===== src/rtl/trans_arbiter.sv =====
// trans_arbiter: round-robin arbiter for two search clients in front of the trans table.
// It turns each granted request into a held level strobe, waits on trans busy and returns a one-cycle response.
module trans_arbiter #(
  parameter int BOARD_WIDTH   = 256,
  parameter int EVAL_WIDTH    = 16,
  parameter int ISSUE_TIMEOUT = 15
) (
  input  logic                   clk,
  input  logic                   reset,
  input  logic [1:0]             req_valid,
  output logic [1:0]             req_ready,
  input  logic [1:0]             req_store,
  input  logic [BOARD_WIDTH-1:0] req_board_0,
  input  logic [BOARD_WIDTH-1:0] req_board_1,
  input  logic [1:0]             req_white_to_move,
  input  logic [3:0]             req_castle_mask_0,
  input  logic [3:0]             req_castle_mask_1,
  input  logic [3:0]             req_en_passant_col_0,
  input  logic [3:0]             req_en_passant_col_1,
  input  logic [1:0]             req_flag_0,
  input  logic [1:0]             req_flag_1,
  input  logic [EVAL_WIDTH-1:0]  req_eval_0,
  input  logic [EVAL_WIDTH-1:0]  req_eval_1,
  input  logic [7:0]             req_depth_0,
  input  logic [7:0]             req_depth_1,
  output logic [1:0]             rsp_valid,
  output logic                   rsp_hit,
  output logic                   rsp_timeout,
  output logic [31:0]            rsp_hash,
  output logic [EVAL_WIDTH-1:0]  rsp_eval,
  output logic [7:0]             rsp_depth,
  output logic [1:0]             rsp_flag,
  output logic                   entry_lookup_out,
  output logic                   entry_store_out,
  output logic [BOARD_WIDTH-1:0] board_out,
  output logic                   white_to_move_out,
  output logic [3:0]             castle_mask_out,
  output logic [3:0]             en_passant_col_out,
  output logic [1:0]             flag_out,
  output logic [EVAL_WIDTH-1:0]  eval_out,
  output logic [7:0]             depth_out,
  input  logic                   trans_busy_in,
  input  logic                   trans_entry_valid_in,
  input  logic [31:0]            trans_hash_in,
  input  logic [EVAL_WIDTH-1:0]  trans_eval_in,
  input  logic [7:0]             trans_depth_in,
  input  logic [1:0]             trans_flag_in,
  input  logic                   stats_clear,
  output logic [31:0]            lookup_count,
  output logic [31:0]            hit_count,
  output logic [31:0]            store_count,
  output logic [31:0]            timeout_count
);
  localparam int FW = BOARD_WIDTH + EVAL_WIDTH + 19;
  localparam int TW = $clog2(ISSUE_TIMEOUT + 1);
  typedef enum logic [1:0] {IDLE, ISSUE, WAIT_DONE, RESPOND} state_t;
  state_t state_q, state_d;
  logic [TW-1:0] timer_q, timer_d;
  logic [FW-1:0] fld_q, fld_d;
  logic owner_q, owner_d, store_q, store_d, last_q, last_d, tmo_q, tmo_d, hit_q, hit_d;
  logic [31:0] hash_q, hash_d;
  logic [EVAL_WIDTH-1:0] eval_q, eval_d;
  logic [7:0] depth_q, depth_d;
  logic [1:0] flag_q, flag_d;
  logic [31:0] lk_q, lk_d, hc_q, hc_d, sc_q, sc_d, tc_q, tc_d;
  logic grant, accept, resp;
  always_comb begin
    grant = &req_valid ? ~last_q : req_valid[1];
    accept = state_q == IDLE && |req_valid;
    resp = state_q == RESPOND;
    req_ready = accept ? {grant, ~grant} : 2'b00;
    state_d = state_q;
    timer_d = timer_q;
    fld_d = fld_q;
    owner_d = owner_q;
    store_d = store_q;
    last_d = last_q;
    tmo_d = tmo_q;
    hit_d = hit_q;
    hash_d = hash_q;
    eval_d = eval_q;
    depth_d = depth_q;
    flag_d = flag_q;
    case (state_q)
      IDLE: if (accept) begin
        state_d = ISSUE;
        owner_d = grant;
        last_d = grant;
        store_d = req_store[grant];
        timer_d = '0;
        tmo_d = 1'b0;
        hit_d = 1'b0;
        fld_d = grant ? {req_board_1, req_white_to_move[1], req_castle_mask_1, req_en_passant_col_1,
                         req_flag_1, req_eval_1, req_depth_1}
                      : {req_board_0, req_white_to_move[0], req_castle_mask_0, req_en_passant_col_0,
                         req_flag_0, req_eval_0, req_depth_0};
      end
      // busy wins over an expiring timer in the same cycle
      ISSUE: if (trans_busy_in) state_d = WAIT_DONE;
        else if (timer_q == TW'(ISSUE_TIMEOUT)) begin
          state_d = RESPOND;
          tmo_d = 1'b1;
        end else timer_d = timer_q + 1'b1;
      WAIT_DONE: if (!trans_busy_in) begin
        state_d = RESPOND;
        hit_d = trans_entry_valid_in & ~store_q;
        hash_d = trans_hash_in;
        eval_d = trans_eval_in;
        depth_d = trans_depth_in;
        flag_d = trans_flag_in;
      end
      default: state_d = IDLE;
    endcase
    lk_d = stats_clear ? '0 : lk_q + {31'b0, resp & ~store_q & ~tmo_q};
    hc_d = stats_clear ? '0 : hc_q + {31'b0, resp & hit_q};
    sc_d = stats_clear ? '0 : sc_q + {31'b0, resp & store_q & ~tmo_q};
    tc_d = stats_clear ? '0 : tc_q + {31'b0, resp & tmo_q};
  end
  always_ff @(posedge clk or posedge reset) begin
    if (reset) begin
      state_q <= IDLE;
      timer_q <= '0;
      fld_q <= '0;
      owner_q <= 1'b0;
      store_q <= 1'b0;
      last_q <= 1'b1;
      tmo_q <= 1'b0;
      hit_q <= 1'b0;
      hash_q <= '0;
      eval_q <= '0;
      depth_q <= '0;
      flag_q <= '0;
      lk_q <= '0;
      hc_q <= '0;
      sc_q <= '0;
      tc_q <= '0;
    end else begin
      state_q <= state_d;
      timer_q <= timer_d;
      fld_q <= fld_d;
      owner_q <= owner_d;
      store_q <= store_d;
      last_q <= last_d;
      tmo_q <= tmo_d;
      hit_q <= hit_d;
      hash_q <= hash_d;
      eval_q <= eval_d;
      depth_q <= depth_d;
      flag_q <= flag_d;
      lk_q <= lk_d;
      hc_q <= hc_d;
      sc_q <= sc_d;
      tc_q <= tc_d;
    end
  end
  assign {board_out, white_to_move_out, castle_mask_out, en_passant_col_out, flag_out, eval_out, depth_out} = fld_q;
  assign entry_lookup_out = state_q == ISSUE && !store_q;
  assign entry_store_out = state_q == ISSUE && store_q;
  assign rsp_valid = resp ? {owner_q, ~owner_q} : 2'b00;
  assign rsp_hit = resp & hit_q;
  assign rsp_timeout = resp & tmo_q;
  assign rsp_hash = hash_q;
  assign rsp_eval = eval_q;
  assign rsp_depth = depth_q;
  assign rsp_flag = flag_q;
  assign lookup_count = lk_q;
  assign hit_count = hc_q;
  assign store_count = sc_q;
  assign timeout_count = tc_q;
endmodule


===== config.mk =====
export PLATFORM = sky130hd
export DESIGN_NAME = trans_arbiter
export DESIGN_NICKNAME = d
export VERILOG_FILES = /design/src/rtl/trans_arbiter.sv
export SDC_FILE = /design/constraint.sdc
export NUM_CORES = 1
export LEC_CHECK = 0
export BUFFER_PORTS_ARGS = -buffer_cell sky130_fd_sc_hd__buf_2
export CORE_AREA = 2 2 443 445
export CTS_CLUSTER_DIAMETER = 80
export DETAILED_ROUTE_END_ITERATION = 10
export DIE_AREA = 0 0 445 447
export GPL_TIMING_DRIVEN = 0
export RECOVER_POWER = 100
export SKIP_LAST_GASP = 1
export SYNTH_ARGS = -nofsm -noshare
export SYNTH_HDL_FRONTEND = slang
export SYNTH_SLANG_ARGS = --single-unit

===== constraint.sdc =====
create_clock -name clk -period 21.1 [get_ports clk]
set_input_delay 2.11 -clock clk [delete_from_list [all_inputs] [get_ports clk]]
set_output_delay 2.11 -clock clk [all_outputs]
set_load 0.005 [all_outputs]

==> key figures <==
Routing
  – Routed Antenna Nets: 0
  – DRT Pass-1 Iters: 11
  – Initial DRC count: ~4k
  – Via-per-instance ratio: a little over 4
  – Wirelength, routed: 180.9 mm
  – Vias: around 24k
  – Routed wire per std cell: 31.41 µm
  – DRC viols: 12

Setup path
  – Flop2flop setup slack: ~17000 ps
  – FF-to-FF Start: state_q[1]
  – Arrival time worst endpoint: between 9000 and 10000 ps
  – Kind of critical path: in2async
  – Kind of cell adding the most delay to the critical path: buffers and inverters
  – Crit-path max cell delay: between 4000 and 5000 ps
  – Crit path capture: hit_count[6]
  – Crit path buffers/inverters: 3
  – FF-to-FF End: fld_q[95]
  – Maximum fanout along the worst path: around 120
  – Worst Setup End Kind: asynchronous set/reset pin
  – Cells on worst reg2reg path: 10
  – Critical path depth: 3
  – Startpoint Class: primary input
  – Slowest CP cell: clkbuf_1
  – Crit-path cells: buf_2 -> clkinvlp_2 -> clkbuf_1
  – Critical path origin: reset
  – Worst Path Required: 20200 ps

Logic synthesis
  – Sequential fraction of the synthesis area: between 50% and 60%
  – Syn avg cell area: 11.33 µm²
  – Mapped Cells: ~1.9k
  – Post-synthesis adder-cell area fraction: less than 1%
  – Most common cell in the synthesized netlist: dfrtp_1
  – Simple-gate share of the synthesized area: roughly 9.0%
  – Yosys warnings: 0
  – Number of synthesized register bits: about 490
  – Mux share of post-synthesis cell area: between 3 and 4%
  – Synth area leader: dfrtp_1
  – Largest family of logic cells by synthesized area: compound AO/OA/AOI/OAI gates
  – Post-synthesis xor/xnor area fraction: 1.872%
  – Most common library cells after synthesis: dfrtp_1 (487), inv_1 (311), a222oi_1 (292), clkbuf_1 (129), a21oi_1 (76)
  – Top FF cell, synth: dfrtp_1
  – Top post-synthesis cells by area: dfrtp_1 (58%), a222oi_1 (14%), inv_1 (5.5%)
  – Share of the synthesized area in the top cell type: between 50% and 60%
  – Post-synthesis compound-gate area fraction: 18.53%
  – Post-synthesis cell type count: 40
  – Synth Net Count: between 2k and 3k
  – Synthesized area: between 20000 and 25000 µm²
  – Post-synth EDFFs: 0
  – Share of async-settable or async-resettable flops after synthesis: between 90% and 100%

Clocking
  – Root buffer cell: clkbuf_16
  – CTS Buf Count: just under 70
  – Clk buf depth: 3
  – Clock latency on the worst-skew pair: 720 ps
  – CTS Sinks: roughly 490
  – Worst-path clk slew: 50 ps
  – # H-tree levels: 3
  – TritonCTS clock tree: yes
  – CTS resizes: 0
  – Post-CTS Hold Fix Bufs: 0
  – Setup bufs post-CTS: 0

Status
  – Run status: finished, violations left
  – Failing checks: DRC, capacitance limit, slew limit

Global route
  – Vias in the first global route: approximately 22k
  – Largest net degree at the start of global routing: roughly 120
  – Total Routing Usage GR: 17.33%
  – Global-route wire length before repair: between 200 and 250 mm
  – Met1 GRT Util: between 10% and 20%
  – Congestion Overflow GR: 0
  – Global-route met2 utilization: about 28%
  – Routing usage on met3: 8.371%
  – GRT busiest layer: met2
  – Initial antenna violation count: between 150 and 200

Cells and area
  – Area growth syn-to-layout: 52.19%
  – Share of layout cells above drive strength 1: roughly 30%
  – Final std cell area, no fill: 32030 µm²
  – Layout Nets: about 3.7k
  – Final cell count without fillers: around 5.8k

Timing
  – Max Clock Freq: around 0.096 GHz
  – Final period utilization: 49.37%
  – Final hold viol count: 0
  – Setup-failing EPs final: 0
  – RSZ-0062 raised after global routing: no
  – Fin. max-slew vios: between 400 and 500
  – Minimum clock period: 10420 ps
  – Clk_skew: roughly 42 ps
  – Max_slew headroom: -356.1%
  – WHS: 483.2 ps
  – Worst-Margin Slew: between 6000 and 7000 ps

Placed design
  – Post-Place Cells: 5540
  – Placed Area: ~30000 µm²
  – Routability Congestion: around 1
  – Post-DP HPWL: ~150 mm
  – I/O Buffers: about 1.1k

Floorplanning
  – Die W: between 400 and 500 µm
  – Die area: ~200000 µm²
  – Ports: around 1.1k
  – Die Height: around 450 µm
  – CORE AREA: 194200 µm²
  – Row cnt: around 160
  – Initial Utilization: between 10% and 20%

Power and ir drop
  – Leakage dissipation: about 15 nW
  – Worst IR Drop VDD: 63.00 µV
  – Total power: about 0.0044 W
  – Power per cell area: 136.6 nW/µm²

Run
  – Number of maximum-capacitance violations: 5

Min path
  – Worst hold path class: reg2reg
## worst min-delay path by stage
stage / start / endpoint / slack (ps) / depth (start not counted)
after floorplan: owner_q / owner_q / 460 / 1
final: fld_q[268] / fld_q[268] / 480 / 2
after detailed placement: fld_q[268] / fld_q[268] / 470 / 2
after CTS: fld_q[268] / fld_q[268] / 480 / 2
after global placement: fld_q[149] / fld_q[149] / 470 / 2
after global routing: fld_q[146] / fld_q[146] / 500 / 2
## layer usage
layer	share of wire, %	up-vias	wire, µm
li1	-	9605	-
met1	33	12040	59260
met2	48	1707	86270
met3	13	448	22680
met4	6.6	70	11930
met5	0.43	-	771
## area by class of cell
class                   instances  area (µm²)
fillers                     22020      162100
inverters                     311        1169
diodes                        101       252.7
flip-flops and latches        488       12210
repair buffers               1140        5233
plain buffers                 149       566.8
well taps                    2542        3181
multi-input cells             910        7104
clock inverters                23       327.8
clock buffers                  96        1988
## worst register-to-register path, cell delays in order (launching register included)
cell and delay, ps:
dfrtp_1 430, inv_1 100, ha_1 140, clkbuf_1 270, nand2_1 110, a21oi_1 160
clkbuf_1 880, clkbuf_1 1020, clkbuf_1 870, a222oi_1 310, inv_1 120
## cells by family after synthesis
kind of cell               count (synthesis)
DFF                                      488
buffers and inverters                    460
AOI/OAI and AO/OA                        456
and+or+nand+nor                          329
muxes                                     66
xor gates and xnor gates                  45
adders and majority gates                 14
## metrics by stage
| step | utilization (%) | setup TNS [ps] | setup slack (ps) |
|---|---|---|---|
| 4_1_cts | 16.70 | 0 | 14800 |
| 5_1_grt | 16.45 | 0 | 8967 |
| 3_5_place_dp | 15.51 | 0 | 14820 |
| 3_3_place_gp | 15.40 | -1028630 | -2334 |
| 2_1_floorplan | - | 0 | 5372 |
| 6_report | 16.50 | 0 | 10680 |
## power breakdown
group	switching, W	internal (W)	total, W
combinational	0.00108	0.000533	0.00161
clock	0.000513	0.000715	0.00123
sequential	0.000259	0.00128	0.00153
total	0.00185	0.00252	0.00438
## sequential cells by signal, indices dropped and copies added (netlist names), 2 cells and up
register,cells
fld_q,291
hit_count,32
lookup_count,32
rsp_hash,32
store_count,32
timeout_count,32
rsp_eval,16
rsp_depth,8
timer_q,4
rsp_flag,2
state_q,2
## cells in the final DEF (no fill, tap or decap), types with 14 or more instances in the layout
master / Yosys / final
a21oi_1: 76 / 75
a222oi_1: 292 / 292
and4_1: 16 / 16
buf_2: 7 / 740
clkbuf_1: 129 / 550
clkbuf_16: 0 / 69
clkbuf_8: 0 / 16
dfrtp_1: 487 / 487
diode_2: 0 / 101
ha_1: 14 / 14
inv_1: 311 / 310
mux2_2: 65 / 65
nand2_1: 40 / 40
nand3_1: 36 / 36
nand4_1: 48 / 48
nor2_1: 57 / 57
nor2b_1: 16 / 16
o21ai_0: 28 / 29
o31ai_1: 50 / 50
or3_1: 24 / 24
or4_1: 52 / 52
xor2_1: 38 / 38
(Power assumes the default switching activity.)
